--- config.mk ---
export PLATFORM = sky130hd
export DESIGN_NAME = weight_fetch_ctrl
export DESIGN_NICKNAME = d
export VERILOG_FILES = /design/src/rtl/weight_fetch_ctrl_pkg.sv /design/src/rtl/weight_fetch_ctrl_word_assembler.sv /design/src/rtl/weight_fetch_ctrl.sv
export SDC_FILE = /design/constraint.sdc
export NUM_CORES = 1
export LEC_CHECK = 0
export CAP_MARGIN = 20
export CORE_MARGIN = 10
export CORE_UTILIZATION = 47
export DETAILED_ROUTE_END_ITERATION = 10
export GPL_ROUTABILITY_DRIVEN = 0
export PLACE_DENSITY = 0.75
export SETUP_SLACK_MARGIN = 0.3
export SLEW_MARGIN = 5
export SYNTH_ARGS = -nofsm -noshare
export SYNTH_HDL_FRONTEND = slang
export SYNTH_SLANG_ARGS = --single-unit
--- constraint.sdc ---
create_clock -name clk -period 1.5 [get_ports clk]
set_input_delay 0.45 -clock clk [delete_from_list [all_inputs] [get_ports clk]]
set_output_delay 0.45 -clock clk [all_outputs]
set_load 0.02 [all_outputs]
--- src/rtl/weight_fetch_ctrl_pkg.sv ---
// -----------------------------------------------------------------------------
// weight_fetch_ctrl_pkg
// Shared definitions for the conv-block weight fetch sequencer:
//   - FSM state encoding (2-bit, legacy-compatible constants)
//   - default kernel geometry for one conv block
//   - counter/index width helpers
// -----------------------------------------------------------------------------
package weight_fetch_ctrl_pkg;

    localparam logic [1:0] ST_IDLE  = 2'd0;
    localparam logic [1:0] ST_FETCH = 2'd1;
    localparam logic [1:0] ST_DRAIN = 2'd2;
    localparam logic [1:0] ST_VALID = 2'd3;

    // 7 taps x 8 channels of binary weights, packed into two 32-bit ROM words
    localparam int WFC_DEF_KERNEL_BITS = 56;
    localparam int WFC_DEF_NUM_WORDS   = 2;

    // Width of a counter that must hold the values 0..n inclusive.
    function automatic int cnt_width(input int n);
        return (n < 1) ? 1 : $clog2(n + 1);
    endfunction

    // Width of an index that addresses n slots (0..n-1), never less than 1.
    function automatic int idx_width(input int n);
        return (n < 2) ? 1 : $clog2(n);
    endfunction

endpackage

--- src/rtl/weight_fetch_ctrl_word_assembler.sv ---
// -----------------------------------------------------------------------------
// weight_fetch_ctrl_word_assembler
// Packs ROM words into the weight assembly register. Word k lands in bits
// [k*DATA_WIDTH +: DATA_WIDTH]; bits at or above KERNEL_BITS are never stored.
//
// Ports:
//   clk, rst_n   clock, asynchronous active-low reset
//   clear        synchronous discard of the partial assembly
//   cap_en       capture strobe: cap_data is written into slot cap_idx
//   cap_idx      word slot being captured
//   cap_data     ROM read data
//   asm_vec      assembly contents including the word captured this cycle,
//                so the owner can load the complete vector on the last capture
// -----------------------------------------------------------------------------
module weight_fetch_ctrl_word_assembler
    import weight_fetch_ctrl_pkg::*;
#(
    parameter int DATA_WIDTH  = 32,
    parameter int NUM_WORDS   = WFC_DEF_NUM_WORDS,
    parameter int KERNEL_BITS = WFC_DEF_KERNEL_BITS,
    parameter int IDX_W       = idx_width(NUM_WORDS)
) (
    input  logic                   clk,
    input  logic                   rst_n,
    input  logic                   clear,
    input  logic                   cap_en,
    input  logic [IDX_W-1:0]       cap_idx,
    input  logic [DATA_WIDTH-1:0]  cap_data,
    output logic [KERNEL_BITS-1:0] asm_vec
);

    logic [KERNEL_BITS-1:0] asm_q;

    // Bitwise merge so the discarded upper part of the last word never exists.
    always_comb begin
        asm_vec = asm_q;
        if (cap_en) begin
            for (int b = 0; b < KERNEL_BITS; b++) begin
                if (cap_idx == IDX_W'(b / DATA_WIDTH)) begin
                    asm_vec[b] = cap_data[b % DATA_WIDTH];
                end
            end
        end
    end

    always_ff @(posedge clk or negedge rst_n) begin
        if (!rst_n) begin
            asm_q <= '0;
        end else if (clear) begin
            asm_q <= '0;
        end else if (cap_en) begin
            asm_q <= asm_vec;
        end
    end

endmodule

--- src/rtl/weight_fetch_ctrl.sv ---
// -----------------------------------------------------------------------------
// weight_fetch_ctrl
// Fetches one conv block's binary kernel weights from a 1-cycle-latency
// synchronous ROM, assembles them into a KERNEL_BITS-wide vector and hands the
// vector to the PE array over valid/ready. All outputs are registered.
//
// Ports:
//   clk, rst_n   clock, asynchronous active-low reset
//   start        single-cycle fetch request (ignored unless idle)
//   clear        synchronous abort to IDLE, highest priority
//   rom_en       ROM read enable
//   rom_addr     ROM read address (holds when rom_en is low)
//   rom_data     ROM read data, valid the cycle after rom_en
//   w_vec        assembled weight vector (holds until the next load)
//   w_valid      w_vec valid
//   w_ready      PE array accepts w_vec
//   busy         block not idle
//   done         one-cycle pulse after the handshake completes
//
// state | meaning
// ------+---------------------------------------------------------------
// IDLE  | waiting for start
// FETCH | one ROM read issued per cycle, NUM_WORDS reads in total
// DRAIN | reads all issued; waiting for the final word to be captured
// VALID | w_vec presented, waiting for w_ready
// -----------------------------------------------------------------------------
module weight_fetch_ctrl
    import weight_fetch_ctrl_pkg::*;
#(
    parameter int ADDR_WIDTH  = 8,
    parameter int DATA_WIDTH  = 32,
    parameter int NUM_WORDS   = WFC_DEF_NUM_WORDS,
    parameter int KERNEL_BITS = WFC_DEF_KERNEL_BITS,
    parameter int BASE_ADDR   = 0
) (
    input  logic                   clk,
    input  logic                   rst_n,
    input  logic                   start,
    input  logic                   clear,
    output logic                   rom_en,
    output logic [ADDR_WIDTH-1:0]  rom_addr,
    input  logic [DATA_WIDTH-1:0]  rom_data,
    output logic [KERNEL_BITS-1:0] w_vec,
    output logic                   w_valid,
    input  logic                   w_ready,
    output logic                   busy,
    output logic                   done
);

    localparam int CNT_W = cnt_width(NUM_WORDS);
    localparam int IDX_W = idx_width(NUM_WORDS);
    localparam logic [ADDR_WIDTH-1:0] BASE     = ADDR_WIDTH'(BASE_ADDR);
    localparam logic [CNT_W-1:0]      LAST_ISS = CNT_W'(NUM_WORDS - 1);
    localparam logic [IDX_W-1:0]      LAST_CAP = IDX_W'(NUM_WORDS - 1);

    if (KERNEL_BITS > NUM_WORDS * DATA_WIDTH) begin : g_bad_kernel_bits
        $error("weight_fetch_ctrl: KERNEL_BITS exceeds NUM_WORDS*DATA_WIDTH");
    end
    if (NUM_WORDS < 1 || NUM_WORDS > (1 << ADDR_WIDTH)) begin : g_bad_num_words
        $error("weight_fetch_ctrl: NUM_WORDS out of range");
    end

    logic [1:0]             state;
    logic [CNT_W-1:0]       issue_cnt;
    logic [IDX_W-1:0]       cap_cnt;
    logic [ADDR_WIDTH-1:0]  fetch_addr;
    // High in the cycle where rom_data carries the word requested by rom_en
    // in the previous cycle.
    logic                   rd_pend;
    logic [KERNEL_BITS-1:0] asm_vec;
    logic                   last_cap;

    assign last_cap = rd_pend && (cap_cnt == LAST_CAP);

    weight_fetch_ctrl_word_assembler #(
        .DATA_WIDTH  (DATA_WIDTH),
        .NUM_WORDS   (NUM_WORDS),
        .KERNEL_BITS (KERNEL_BITS),
        .IDX_W       (IDX_W)
    ) u_word_assembler (
        .clk      (clk),
        .rst_n    (rst_n),
        .clear    (clear),
        .cap_en   (rd_pend),
        .cap_idx  (cap_cnt),
        .cap_data (rom_data),
        .asm_vec  (asm_vec)
    );

    always_ff @(posedge clk or negedge rst_n) begin
        if (!rst_n) begin
            state      <= ST_IDLE;
            issue_cnt  <= '0;
            cap_cnt    <= '0;
            fetch_addr <= '0;
            rd_pend    <= 1'b0;
            rom_en     <= 1'b0;
            rom_addr   <= '0;
            w_vec      <= '0;
            w_valid    <= 1'b0;
            busy       <= 1'b0;
            done       <= 1'b0;
        end else if (clear) begin
            // In-flight reads are dropped by clearing rd_pend; w_vec and
            // rom_addr keep their values.
            state     <= ST_IDLE;
            issue_cnt <= '0;
            cap_cnt   <= '0;
            rd_pend   <= 1'b0;
            rom_en    <= 1'b0;
            w_valid   <= 1'b0;
            busy      <= 1'b0;
            done      <= 1'b0;
        end else begin
            done    <= 1'b0;
            rd_pend <= rom_en;

            if (rd_pend) begin
                cap_cnt <= last_cap ? '0 : cap_cnt + 1'b1;
            end

            unique case (state)
                ST_IDLE: begin
                    rom_en <= 1'b0;
                    if (start) begin
                        state      <= ST_FETCH;
                        busy       <= 1'b1;
                        issue_cnt  <= '0;
                        cap_cnt    <= '0;
                        fetch_addr <= BASE;
                    end
                end
                ST_FETCH: begin
                    rom_en     <= 1'b1;
                    rom_addr   <= fetch_addr;
                    fetch_addr <= fetch_addr + 1'b1;
                    issue_cnt  <= issue_cnt + 1'b1;
                    if (issue_cnt == LAST_ISS) begin
                        state <= ST_DRAIN;
                    end
                end
                ST_DRAIN: begin
                    rom_en <= 1'b0;
                    if (last_cap) begin
                        state   <= ST_VALID;
                        w_vec   <= asm_vec;
                        w_valid <= 1'b1;
                    end
                end
                ST_VALID: begin
                    rom_en <= 1'b0;
                    if (w_ready) begin
                        state   <= ST_IDLE;
                        w_valid <= 1'b0;
                        busy    <= 1'b0;
                        done    <= 1'b1;
                    end
                end
                default: begin
                    state  <= ST_IDLE;
                    rom_en <= 1'b0;
                    busy   <= 1'b0;
                end
            endcase
        end
    end

endmodule

# After elaboration in Yosys (flattened, before gate mapping)
# Index checks and enable logic that the tools add are counted.
# classes
reduce_logical	15
bitwise_logic	1
eq_ne	9
muxes	88
addsub	3
# ops
operator	n
2-to-1 mux 56 bit	3
2-to-1 mux 1 bit	71
one-hot mux 8 bit (2 select lines)	1
2-to-1 mux 2 bit	7
inequality test 3 bit, second input constant	4
AND reduction 3 bit	4
nonzero test 3 bit	3
adder 8 x 1 -> 8 bit, second input constant	1
2-to-1 mux 8 bit	1
one-hot mux 2 bit (4 select lines)	1
one-hot mux 1 bit (2 select lines)	3
== test 2 x 1 -> 1 bit, second input constant	2
== test 2 bit, second input constant	2
one-hot mux 2 bit (2 select lines)	1
AND reduction 2 bit	2
AND reduction 4 bit	1
nonzero test 2 bit	2
OR reduction 3 bit	1
adder 2 x 1 -> 2 bit, second input constant	1
logical NOT 2 bit	1
inequality test 2 bit, second input constant	1
adder 1 bit, second input constant	1
logical AND 1 bit	1
inverter 1 bit	1
# totals
input_bits	37
regBits	138

# Logic depth before layout (Yosys ltp)
# Gate-level depths: netlist of the first run.
# logic_depth
word_depth	6
depth_mapped	7
mapped_depth_nobuf	6

# Cells and area by module
# Synthesis of the first run repeated with hierarchy kept, for this count alone.
# hier_totals
cells_unflattened	507
hier_area_um2	6837.8
# modules_own_cells
mod	cells_each	n_inst	area_per_inst_um2
weight_fetch_ctrl_word_assembler	283	1	3529.6
weight_fetch_ctrl	224	1	3308.2

# Worst setup path before layout of the first run
# Ideal clock, no wire load.
# synth_path
path_type	reg2reg
startpoint	register state[1]
endpoint	register fetch_addr[0]
slack_ns	-0.163
t_arrival_ns	1.539
synth_period_minus_slack_ns	1.663
required_ns	1.375
setup_ns	0.125
path_stages_with_launch	6
path_cell_list	dfrtp_1 -> inv_1 -> ha_1 -> mux2i_2 -> or2_2 -> mux2_2
# synth_between
elab_chain_len	3
elab_cells_between_ends	6
classes_between	2 x eq/ne; 1 x mux; 3 x reduce/logical
# synth_lines
element	line_no	text
start: declaration	weight_fetch_ctrl.sv:63	logic [1:0] state;
start signal: assignment	weight_fetch_ctrl.sv:92	state <= ST_IDLE;
start signal: assignment	weight_fetch_ctrl.sv:106	state <= ST_IDLE;
start signal: assignment	weight_fetch_ctrl.sv:126	state <= ST_FETCH;
== test 2 x 1 -> 1 bit / logical NOT 2 bit (equally long branches)	weight_fetch_ctrl.sv:122	unique case (state)
nonzero test 2 bit (no source line) / inequality test 2 bit (equally long branches)	--	
AND reduction 3 bit (no source line)	--	
end signal: assignment	weight_fetch_ctrl.sv:136	fetch_addr <= fetch_addr + 1'b1;
end: declaration	weight_fetch_ctrl.sv:66	logic [ADDR_WIDTH-1:0] fetch_addr;
# Several ways; a longest one is shown, not always the timed one.
# A chain may end at the register's enable or synchronous reset.

# Final worst setup path of the first run
# layout_path
startpoint	register state[0]
endpoint	register fetch_addr[6]
# Same word-level chain as after synthesis.

==> reports/results.env, run 1 <==
MIN_PERIOD_NS=1.65
MULTI_INPUT_AREA_MM2=0.00271
MOST_USED_CELLS_IN_THE_LAYOUT_EXCLUDING_FILL_AND_TAP_CELLS='135 x sky130_fd_sc_hd__dfrtp_1, 73 x sky130_fd_sc_hd__buf_6, 61 x sky130_fd_sc_hd__nor2_1, 60 x sky130_fd_sc_hd__nand2_1, 58 x sky130_fd_sc_hd__buf_4'
CLOCK_POWER_SHARE_PCT=40.7
REQUIRED_NS=1.84
SYNTHESIS.INSTANCES=475
FINALPOWER_W=0.0110
DETAIL_ROUTE.FIRST_PASS.ITERATIONS=5
HOLDWS_NS=0.461
FIRST_GLOBAL_VIAS=4410
POWERDENSITY_mW_PER_MM2=1220
COMB_POWER_SHARE_PCT=21.8
FMAX_ACHIEVED_MHz=604
FIRST_PASS_GRT_WIRE_LENGTH_MM=22.2
DRV_CAP=0
SWITCHING_SHARE_PCT=25.8
MET1_GRT_UTIL_PCT=20.4
SYNTHESIS.NETS=521
DETAILROUTE.VIA_COUNT=4377
GRTUSAGETOTAL_PCT=16.8
CAPTURING_ELEMENT_TYPE_OF_THE_CRITICAL_PATH='flop'
START_KIND='flop'
FF_LATCH_AREA_MM2=0.00346
P_SWITCHING_W=0.00283
ANTENNA_FOUND_INITIAL=0
FINAL_NETS=698
BOUNDARY_PIN_COUNT=105
REPORT.FINAL.SETUP_VIOL=60
MAX-SLEW-MARGIN-REL_PCT=75.2
STATUS='finished with violations'
GRT_REMAINING_OVERFLOW=0
CRIT_PATH_MAX_FANOUT=5
DETAILEDPLACE.WORSTSLACK_NS=-0.419
YS_SEQ_ELEMENTS=138
CTS_BUFFER_DEPTH=2
WORSTPATHCELLLIST='inv_4, ha_4, nor2b_4, or3_4, o31ai_2, a22o_1'
CRITICAL_PATH.TOP_DELAY_FAMILY='simple AND/OR/NAND/NOR gates'
DESIGN.DIE.AREA_MM2=0.0163
LAYOUT.CELLS.MOST_COMMON='sky130_fd_sc_hd__dfrtp_1'
FIRST_ITER_VIOLATIONS=395
YOSYSSEQAREASHARE_PCT=63.2
GRT_START_MAX_NET_PINS=41
DIE_WIDTH_UM=128
N_FILL_CELL=626
POST-ROUTE-WORST-SETUP-SLACK_NS=-0.154
FINCLKSKEW_NS=0.00942
TIMING.HOLD.WORST.CLASS='input pin to flop'
CTSROOTBUFFERMASTER='sky130_fd_sc_hd__clkbuf_16'
CRITPATHMAXSTAGEDELAY_NS=0.47
CTS-HTREE-LEVELS=4
TRITONCTS.NUM_BUFFERS=17
REG2REGPATHDEPTH=6
ROUTEDWLPERCELL_UM=19.9
CLK_PIN_SLEW_NS=0.06
DRIVE_ABOVE_1_SHARE_PCT=42.1
REPORT.FINAL.SLEW_VIOL_COUNT=0
HOLD_VIOLATIONS=0
POST_SYNTH.CELL_AREA_AVG_UM2=11.5
DIE-HEIGHT_UM=128
DP_HPWL_MM=8.80
DETAIL_ROUTE.WIRELENGTH_MM=16.1
POWER.LEAKAGE_nW=4.12
SYNTHESIS.AREA_MM2=0.00547
CTS.SINKS=138
FIN_UTIL_PCT=78.9
PLACEABLECOREAREA_MM2=0.0114
INSERTION_DELAY_NS=0.41
HOLD-PATH-CELL-COUNT=3
ROUTE.DETAILED.VIAS_PER_INST=5.41
WORSTPATHARRIVAL_NS=2.00
CRIT_PATH_TOP_DELAY_CELL='sky130_fd_sc_hd__dfrtp_2'
RSZ0062_AT_GRT='true'
NUMPORTBUFFERS=104
GRT_MOST_USED_LAYER='met2'
FINALCRITPERIODSHARE_PCT=110
SYNTH.YOSYS.WARNINGS=0
GLOBAL_ROUTE_TRACK_USAGE_ON_MET3_PCT=5.62
TRITONCTS='done'
DRC_VIOLATIONS=0
WORST_SLEW_PIN_SLEW_NS=0.371
CRITICAL_PATH_BUF_INV_COUNT=1
ROWS=39
YOSYSUNIQUECELLTYPES=31
CRITPATHKIND='flop to flop'
FAILED_CHECKS='setup timing'
GLOBALROUTEMET2UTIL_PCT=27.8
INITIAL_UTILIZATION_PCT=47.9
CELL_INTERNAL_PWR_W=0.00814
CRIT_CELLS=6
MAX-VDD-IR-DROP_V=0.000814
AREA.GROWTH.SYNTH_TO_FINAL_PCT=64.8
P_SEQ_SHARE_PCT=37.5
ANT_NETS=0
worst paths after layout:
path	start	to	slack, ns
min in group asynchronous	rst_n	w_vec[43]	0.51
max reg2reg	state[0]	fetch_addr[6]	-0.15
max	state[0]	fetch_addr[6]	-0.15
min reg2reg	w_vec[15]	w_vec[15]	0.51
max in group asynchronous	rst_n	w_vec[14]	0.42
min	clear	issue_cnt[1]	0.46
sequential cells by signal, indices dropped and copies added (netlist names), 2 cells and up:
name / cells
u_word_assembler.asm_q: 56
w_vec: 56
fetch_addr: 8
rom_addr: 8
issue_cnt: 2
state: 2
power by group through the flow:
| stage | combinational (W) | sequential (W) | clock [W] |
|---|---|---|---|
| after CTS | 0.00189 | 0.00406 | 0.00448 |
| after floorplan | 0.000970 | 0.00413 | 0 |
| final | 0.00239 | 0.00412 | 0.00447 |
| after global routing | 0.00254 | 0.00414 | 0.00469 |
| after global placement | 0.00166 | 0.00410 | 0 |
| after detailed placement | 0.00171 | 0.00411 | 0 |
cell usage after synthesis:
master / count / area (um^2)
sky130_fd_sc_hd__nor2b_1: 6 / 37.5
sky130_fd_sc_hd__o31ai_1: 1 / 7.51
sky130_fd_sc_hd__or3_1: 2 / 12.5
sky130_fd_sc_hd__nor4_1: 1 / 6.26
sky130_fd_sc_hd__a21o_1: 1 / 7.51
sky130_fd_sc_hd__nor4_2: 2 / 25.0
sky130_fd_sc_hd__buf_2: 5 / 25.0
sky130_fd_sc_hd__mux2i_1: 58 / 581
sky130_fd_sc_hd__o21ai_0: 60 / 300
sky130_fd_sc_hd__a22o_1: 3 / 26.3
sky130_fd_sc_hd__clkbuf_1: 14 / 52.6
sky130_fd_sc_hd__nand4b_1: 1 / 8.76
sky130_fd_sc_hd__nor3_1: 2 / 10.0
sky130_fd_sc_hd__buf_4: 5 / 37.5
sky130_fd_sc_hd__mux2i_2: 1 / 13.8
sky130_fd_sc_hd__nand3b_1: 3 / 22.5
sky130_fd_sc_hd__nand3_1: 1 / 5.00
sky130_fd_sc_hd__a22oi_1: 1 / 7.51
sky130_fd_sc_hd__ha_1: 9 / 113
sky130_fd_sc_hd__inv_1: 5 / 18.8
sky130_fd_sc_hd__dfrtp_1: 138 / 3450
sky130_fd_sc_hd__nand2_1: 61 / 229
sky130_fd_sc_hd__a21oi_1: 5 / 25.0
sky130_fd_sc_hd__xnor2_1: 3 / 26.3
sky130_fd_sc_hd__nand2b_1: 3 / 18.8
sky130_fd_sc_hd__a211oi_1: 2 / 15.0
sky130_fd_sc_hd__buf_1: 3 / 11.3
sky130_fd_sc_hd__nor2_1: 68 / 255
sky130_fd_sc_hd__nor3b_1: 1 / 7.51
sky130_fd_sc_hd__mux2_2: 9 / 101
sky130_fd_sc_hd__or2_2: 1 / 6.26
worst register-to-register path, stage by stage (launching register included):
cell                      delay (ns)
sky130_fd_sc_hd__dfrtp_2        0.47
sky130_fd_sc_hd__inv_4          0.07
sky130_fd_sc_hd__ha_4           0.18
sky130_fd_sc_hd__nor2b_4        0.15
sky130_fd_sc_hd__or3_4          0.35
sky130_fd_sc_hd__o31ai_2        0.22
sky130_fd_sc_hd__a22o_1         0.16
per-stage QoR:
step	std cells	area, um^2	TNS, ns
CTS	775	7930	-0.580
finish	809	9010	-2.71
floorplan	475	5590	-0.0329
global route	808	9000	-5.88
detailed placement	722	6940	-4.30
global placement	722	6940	-3.33
area by class of cell:
cell class                      instances  area share (%)
Clock buffer                           21            5.22
Timing Repair Buffer                  185            22.2
Sequential cell                       138            38.4
Clock inverter                         11            1.85
Tap cell                              143            1.99
Inverter                                5           0.264
Antenna cell                            1          0.0278
Multi-Input combinational cell        305            30.1
kinds of logic after synthesis:
logic type      share of synthesized area (%)
xor+xnor                                0.481
flops                                    63.2
buf+inv                                  2.66
fa+ha+maj                                2.06
compound gates                           7.12
simple gates                             11.8
mux                                      12.7
timing repair:
| action | CTS | global route |
|---|---|---|
| pin swaps | 10 | 17 |
| resized for setup | 423 | 164 |
| buffers inserted | 19 | 26 |
| setup endpoints to repair | 180 | 220 |
| hold buffers | 1 | 0 |
| cloned | 1 | 7 |
| endpoints found under the hold margin | 34 | 0 |
layer usage:
layer | part of all wire [%] | vias to the layer above
met5 | 0 | -
met4 | 1.4 | 0
met3 | 6.2 | 22
met2 | 53 | 169
met1 | 40 | 2224
li1 | - | 1962
Power figures use the tool's default switching activity.
==> run 2, diff against run 1 <==
PLACE_DENSITY = 0.85   (was 0.75)
==> reports/results.env, run 2 (synthesis results as in run 1) <==
STATUS='finished with violations'
FAILED_CHECKS='setup timing'
CLOCK_POWER_SHARE_PCT=36.1  # -4.6 points
WORSTPATHCELLLIST='clkdlybuf4s50_1, mux2i_4, buf_4, nor3b_2, xnor2_1, nor2_1'
DETAILROUTE.VIA_COUNT=4407  # +0.69%
N_FILL_CELL=601  # -4.0%
SWITCHING_SHARE_PCT=27.4  # +1.6 points
MOST_USED_CELLS_IN_THE_LAYOUT_EXCLUDING_FILL_AND_TAP_CELLS='136 x sky130_fd_sc_hd__dfrtp_1, 74 x sky130_fd_sc_hd__buf_6, 67 x sky130_fd_sc_hd__buf_4, 61 x sky130_fd_sc_hd__nor2_1, 60 x sky130_fd_sc_hd__nand2_1'
CELL_INTERNAL_PWR_W=0.00760  # -6.6%
BOUNDARY_PIN_COUNT=105  # unchanged
ANT_NETS=0  # unchanged
FMAX_ACHIEVED_MHz=596  # -1.5%
RSZ0062_AT_GRT='true'
WL_MET2_MM=9.42  # +12%
CRITICAL_PATH.TOP_DELAY_FAMILY='buffers and inverters'
ROWS=39  # unchanged
DETAIL_ROUTE.WIRELENGTH_MM=17.2  # +7.3%
CRIT-REG2REG-CAPTURE='fetch_addr[2]'
DRIVE_ABOVE_1_SHARE_PCT=41.9  # -0.23 points
LARGESTREGISTERS='u_word_assembler.asm_q x56, w_vec x56'
TRITONCTS='done'
CRIT_CELLS=6  # unchanged
FINAL_CELLS=814  # +0.62%
R2R_SETUP_SLACK_NS=-0.17  # -0.02 ns
INSERTION_DELAY_NS=0.42  # about the same
WORST_REG2REG_PATH_STARTPOINT='state[0]'
CAPTURING_ELEMENT_TYPE_OF_THE_CRITICAL_PATH='flop'
DIE-HEIGHT_UM=128  # unchanged
INITIAL_UTILIZATION_PCT=47.9  # unchanged
POST-ROUTE-WORST-SETUP-SLACK_NS=-0.179  # -0.0244 ns
NUMPORTBUFFERS=104  # unchanged
GRT_START_MAX_NET_PINS=42  # +2.4%
DRC_VIOLATIONS=0  # unchanged
WORSTSETUPSTARTPOINT='start'
DETAIL_ROUTE.FIRST_PASS.ITERATIONS=4  # -1
WORST_SLEW_PIN_SLEW_NS=0.471  # +0.0994 ns
CTS.SINKS=138  # unchanged
MAX-SLEW-MARGIN-REL_PCT=68.6  # -6.6 points
AREA.GROWTH.SYNTH_TO_FINAL_PCT=63.9
FINAL_NETS=706  # +1.1%
MAX-VDD-IR-DROP_V=0.00103  # +26%
CRITPATHMAXSTAGEDELAY_NS=0.71  # +0.24 ns
MIN_PERIOD_NS=1.68  # +0.0244 ns
CLK_PIN_SLEW_NS=0.06  # about the same
CTS_BUFFER_DEPTH=2  # unchanged
FIRST_PASS_GRT_WIRE_LENGTH_MM=24.7  # +11%
FIRST_ITER_VIOLATIONS=296  # -25%
CTSROOTBUFFERMASTER='sky130_fd_sc_hd__clkbuf_16'
CRIT_PATH_MAX_FANOUT=7  # +2
HOLD-PATH-CELL-COUNT=2  # -1
REPORT.FINAL.SLEW_VIOL_COUNT=0  # unchanged
ANTENNA_FOUND_INITIAL=0  # unchanged
HOLD_PATH.STARTPOINT='clear'
FINALCRITPERIODSHARE_PCT=112  # +1.6 points
GRT_REMAINING_OVERFLOW=0  # unchanged
DETAILROUTE.WIRELENGTH.MET3_UM=888  # -11%
HOLD_VIOLATIONS=0  # unchanged
P_SWITCHING_W=0.00287  # +1.4%
TIMING.HOLD.WORST.CLASS='input pin to flop'
ROUTE.DETAILED.VIAS_PER_INST=5.41  # about the same
FIN_TNS_SETUP_NS=-4.33  # -1.62 ns
PLACEABLECOREAREA_MM2=0.0114  # unchanged
FINCLKSKEW_NS=0.00693  # -0.00250 ns
POST-PLACE-CELLS=718  # -0.55%
MET1WIRELENGTH_MM=6.56  # +2.8%
DRV_CAP=0  # unchanged
WORSTPATHARRIVAL_NS=1.98  # -0.02 ns
FIRST_GLOBAL_VIAS=4630  # +5.0%
CRITICAL_PATH_BUF_INV_COUNT=2  # +1
GRTUSAGETOTAL_PCT=19.2  # +2.4 points
CTS-HTREE-LEVELS=4  # unchanged
DESIGN.DIE.AREA_MM2=0.0163  # unchanged
START_KIND='input pin'
COMB_POWER_SHARE_PCT=24.6  # +2.8 points
DIE_WIDTH_UM=128  # unchanged
CRIT_PATH_TOP_DELAY_CELL='sky130_fd_sc_hd__clkdlybuf4s50_1'
P_SEQ_SHARE_PCT=39.3  # +1.8 points
POWERDENSITY_mW_PER_MM2=1170  # -4.0%
TRITONCTS.NUM_BUFFERS=17  # unchanged
ANTENNADIODECOUNT=0  # -1
REQUIRED_NS=1.80  # -0.04 ns
ROUTEDWLPERCELL_UM=21.2  # +6.6%
LAYOUT.CELLS.MOST_COMMON='sky130_fd_sc_hd__dfrtp_1'
CRITPATHKIND='input pin to flop'
POWER.LEAKAGE_nW=4.12  # about the same
DR.MAX_LAYER_USED='met4'
REG2REGPATHDEPTH=7  # +1
MIN_TO='cap_cnt'
REPORT.FINAL.SETUP_VIOL=51  # -15%
DP_HPWL_MM=8.85  # +0.58%
## run 2: cell count changes in the layout (fill, tap and decap cells not counted), sizes merged
cell	delta
bufinv	-4
diode	-1
clkinvlp	-3
clkbuf	+3
clkinv	-1
buf	+12
inv	-1
## run 2: power groups by stage
stage | combinational (W) | sequential [W] | clock (W)
finish | 0.00258 | 0.00411 | 0.00378
global route | 0.00273 | 0.00413 | 0.00401
CTS | 0.00213 | 0.00406 | 0.00380
detailed placement | 0.00169 | 0.00412 | 0
global placement | 0.00161 | 0.00411 | 0
floorplan | 0.000970 | 0.00413 | 0
## run 2: worst reg2reg max path: cells and delay by family (launching register included)
family / cells / cell delay, ns
buffers and inverters: 3 / 0.43
and+or+nand+nor: 2 / 0.18
DFF: 1 / 0.46
muxes: 1 / 0.35
adders and majority gates: 1 / 0.17
## run 2: worst max path at each step
stage / end / slack (ns)
floorplan: fetch_addr[6] / -0.02
global placement: fetch_addr[6] / -0.35
detailed placement: fetch_addr[6] / -0.43
CTS: fetch_addr[4] / -0.12
global route: fetch_addr[6] / -0.26
finish: fetch_addr[2] / -0.18
## run 2: metrics by stage
stage | hold WS, ns | worst slack [ns] | total power, W | instance area, um^2 | utilization, %
floorplan | 0.154 | -0.0153 | 0.00510 | 5590 | -
global placement | 0.345 | -0.348 | 0.00572 | 6900 | 60.4
detailed placement | 0.350 | -0.434 | 0.00580 | 6900 | 60.4
CTS | 0.311 | -0.124 | 0.00999 | 8150 | 71.4
global route | 0.339 | -0.259 | 0.0109 | 8960 | 78.5
finish | 0.357 | -0.179 | 0.0105 | 8960 | 78.5
## run 2: cell type report
type / instances / area [um^2] / area share, %
clock buffer: 28 / 517 / 5.77
clock inverter: 2 / 10.0 / 0.112
inverter: 5 / 23.8 / 0.265
multi-input combinational: 305 / 2710 / 30.3
sequential: 138 / 3460 / 38.6
tap: 143 / 179 / 2.00
timing repair buffer: 193 / 2060 / 23.0
## run 2: repair_timing
item / in CTS / in global routing
cloned: 6 / 1
pin swaps: 11 / 6
hold buffers: 1 / 0
gates resized for setup: 452 / 107
endpoints found under the hold margin: 24 / 0
buffers inserted: 35 / 23
setup endpoints to repair: 181 / 203
## run 2: routing by layer
metal  vias up  track usage [%]
met5         -                0
li1       1967                -
met4         0             6.89
met3        33             6.12
met1      2281             22.5
met2       126             32.4
==> run 3, diff against run 2 <==
CELL_PAD_IN_SITES_DETAIL_PLACEMENT = 1   (was not set)
CELL_PAD_IN_SITES_GLOBAL_PLACEMENT = 2   (was not set)
CORE_UTILIZATION = 30   (was 47)
PLACE_DENSITY = 0.84   (was 0.85)
==> reports/results.env, run 3 (synthesis results as in run 1) <==
STATUS='finished with violations'
FAILED_CHECKS='setup timing'
N_FILL_CELL=1848  # +210%
TRITONCTS.NUM_BUFFERS=17  # unchanged
ROUTEDWLPERCELL_UM=18.4  # -13%
WORSTPATHCELLLIST='inv_2, ha_1, nand3b_1, buf_4, clkbuf_16, nand2_1, o21ai_0'
REPORT.FINAL.SLEW_VIOL_COUNT=0  # unchanged
LARGESTREGISTERS='u_word_assembler.asm_q x56, w_vec x56'
FINALPOWER_W=0.0106  # +1.1%
CRITPATHKIND='flop to flop'
ROUTE.DETAILED.VIAS_PER_INST=4.72  # -13%
MOST_USED_CELLS_IN_THE_LAYOUT_EXCLUDING_FILL_AND_TAP_CELLS='136 x sky130_fd_sc_hd__dfrtp_1, 70 x sky130_fd_sc_hd__buf_6, 63 x sky130_fd_sc_hd__nor2_1, 60 x sky130_fd_sc_hd__nand2_1, 44 x sky130_fd_sc_hd__o21ai_0'
FIRST_GLOBAL_VIAS=4605  # -0.54%
CTS_BUFFER_DEPTH=2  # unchanged
HOLD_VIOLATIONS=0  # unchanged
FMAX_ACHIEVED_MHz=591  # -0.83%
CLK_PIN_SLEW_NS=0.06  # about the same
FINAL_CELLS=870  # +6.9%
DIE-HEIGHT_UM=155  # +21%
ANTENNA_FOUND_INITIAL=0  # unchanged
TIMING.HOLD.WORST.CLASS='input pin to asynchronous set/reset pin'
WORST_SLEW_PIN_SLEW_NS=0.316  # -0.155 ns
POWERDENSITY_mW_PER_MM2=1250  # +7.1%
GRTUSAGETOTAL_PCT=12.7  # -6.6 points
DRIVE_ABOVE_1_SHARE_PCT=34.0  # -7.9 points
POST-ROUTE-WORST-SETUP-SLACK_NS=-0.193  # -0.0141 ns
CRIT_PATH_MAX_FANOUT=38  # +31
DETAILROUTE.VIA_COUNT=4108  # -6.8%
REPORT.FINAL.SETUP_VIOL=66  # +29%
REG2REGPATHDEPTH=7  # unchanged
DP_HPWL_MM=10.2  # +15%
WORST_REG2REG_PATH_STARTPOINT='state[0]'
CRITPATHMAXSTAGEDELAY_NS=0.46  # -0.25 ns
CRIT_CELLS=7  # +1
CAPTURING_ELEMENT_TYPE_OF_THE_CRITICAL_PATH='flop'
FINALCRITPERIODSHARE_PCT=113  # +0.94 points
DETAIL_ROUTE.FIRST_PASS.ITERATIONS=4  # unchanged
DESIGN.DIE.AREA_MM2=0.0240  # +47%
ANT_NETS=0  # unchanged
RSZ0062_AT_GRT='true'
DRV_CAP=0  # unchanged
MIN_PERIOD_NS=1.69  # +0.0141 ns
CRIT-REG2REG-CAPTURE='w_vec[2]'
GRT_REMAINING_OVERFLOW=0  # unchanged
NUMPORTBUFFERS=104  # unchanged
POST-PLACE-CELLS=807  # +12%
BOUNDARY_PIN_COUNT=105  # unchanged
DIE_WIDTH_UM=155  # +21%
R2R_SETUP_SLACK_NS=-0.19  # -0.02 ns
INSERTION_DELAY_NS=0.42  # about the same
LAYOUT.CELLS.MOST_COMMON='sky130_fd_sc_hd__dfrtp_1'
PLACEABLECOREAREA_MM2=0.0180  # +57%
MAX-SLEW-MARGIN-REL_PCT=78.5  # +9.9 points
AREA.GROWTH.SYNTH_TO_FINAL_PCT=54.6
CRIT_PATH_TOP_DELAY_CELL='sky130_fd_sc_hd__dfrtp_2'
POST_DP_CELL_AREA_MM2=0.00706  # +2.4%
FINAL_NETS=676  # -4.2%
MULTI_INPUT_AREA_MM2=0.00234  # -14%
FIRST_PASS_GRT_WIRE_LENGTH_MM=24.5  # -0.59%
WORSTPATHARRIVAL_NS=1.97  # about the same
INITIAL_UTILIZATION_PCT=30.4  # -17 points
DRC_VIOLATIONS=0  # unchanged
TRITONCTS='done'
START_KIND='flop'
CTS.SINKS=138  # unchanged
CRITICAL_PATH.TOP_DELAY_FAMILY='buffers and inverters'
POWER.LEAKAGE_nW=4.09  # -0.82%
DETAIL_ROUTE.WIRELENGTH_MM=16.0  # -7.2%
CTS-HTREE-LEVELS=4  # unchanged
CTSROOTBUFFERMASTER='sky130_fd_sc_hd__clkbuf_16'
REQUIRED_NS=1.78  # -0.02 ns
FF_LATCH_AREA_MM2=0.00346  # unchanged
GRT_START_MAX_NET_PINS=77  # +83%
FINCLKSKEW_NS=0.00813  # +0.00120 ns
MAX-VDD-IR-DROP_V=0.000823  # -20%
FINALINSTANCEAREA_MM2=0.00845  # -5.7%
FIRST_ITER_VIOLATIONS=141  # -52%
ANTENNADIODECOUNT=0  # unchanged
CRITICAL_PATH_BUF_INV_COUNT=3  # +1
ROWS=49  # +26%
-- run 3: worst reg2reg max path, cell delays in order (launching register included) --
cell and delay, ns:
sky130_fd_sc_hd__dfrtp_2 0.46, sky130_fd_sc_hd__inv_2 0.11, sky130_fd_sc_hd__ha_1 0.26, sky130_fd_sc_hd__nand3b_1 0.10, sky130_fd_sc_hd__buf_4 0.18, sky130_fd_sc_hd__clkbuf_16 0.20
sky130_fd_sc_hd__nand2_1 0.15, sky130_fd_sc_hd__o21ai_0 0.10
-- run 3: how the worst max path moves through the flow --
stage,start,to,slack (ns)
3_5_place_dp,start,fetch_addr[6],-0.49
6_report,state[0],w_vec[2],-0.19
4_1_cts,state[0],fetch_addr[2],-0.13
3_3_place_gp,start,fetch_addr[6],-0.36
5_1_grt,state[0],w_vec[2],-0.23
2_1_floorplan,state[1],fetch_addr[6],-0.02
-- run 3: report_power, final --
| part | internal [W] | total (W) | switching, W |
|---|---|---|---|
| clock network | 0.00264 | 0.00415 | 0.00151 |
| registers | 0.00391 | 0.00408 | 0.000177 |
| logic | 0.00127 | 0.00235 | 0.00108 |
-- run 3: cell type report --
class	instances	share of cell area [%]
inverters	5	0.222
clock inverters	7	1.07
flip-flops and latches	138	40.9
well taps	229	3.39
clock buffers	23	5.89
repair buffers	163	20.8
multi-input cells	305	27.7
-- run 3: through the flow --
stage	util [%]	worst slack (ns)	setup TNS, ns	hold WS [ns]
global route	47.0	-0.227	-10.42	0.399
detailed placement	39.3	-0.488	-8.14	0.278
global placement	39.3	-0.356	-4.62	0.279
floorplan	-	-0.0153	-0.0329	0.154
CTS	44.5	-0.131	-4.02	0.395
finish	47.0	-0.193	-7.27	0.406
-- run 3: metal layers --
layer	up-vias	global-route usage (%)	share of wire, %
li1	1899	-	-
met1	2115	15.5	43
met2	80	21.1	52
met3	14	3.64	4.1
met4	0	3.78	1.0
met5	-	0	0
-- run 3: repair_timing --
| action | 4_1_cts | 5_1_grt |
|---|---|---|
| pin swaps | 4 | 15 |
| hold endpoints to repair | 7 | 0 |
| buffers inserted | 23 | 7 |
| endpoints found under the setup margin | 203 | 204 |
| hold buffers | 1 | 0 |
| resized for setup | 421 | 65 |
| cloned | 0 | 2 |
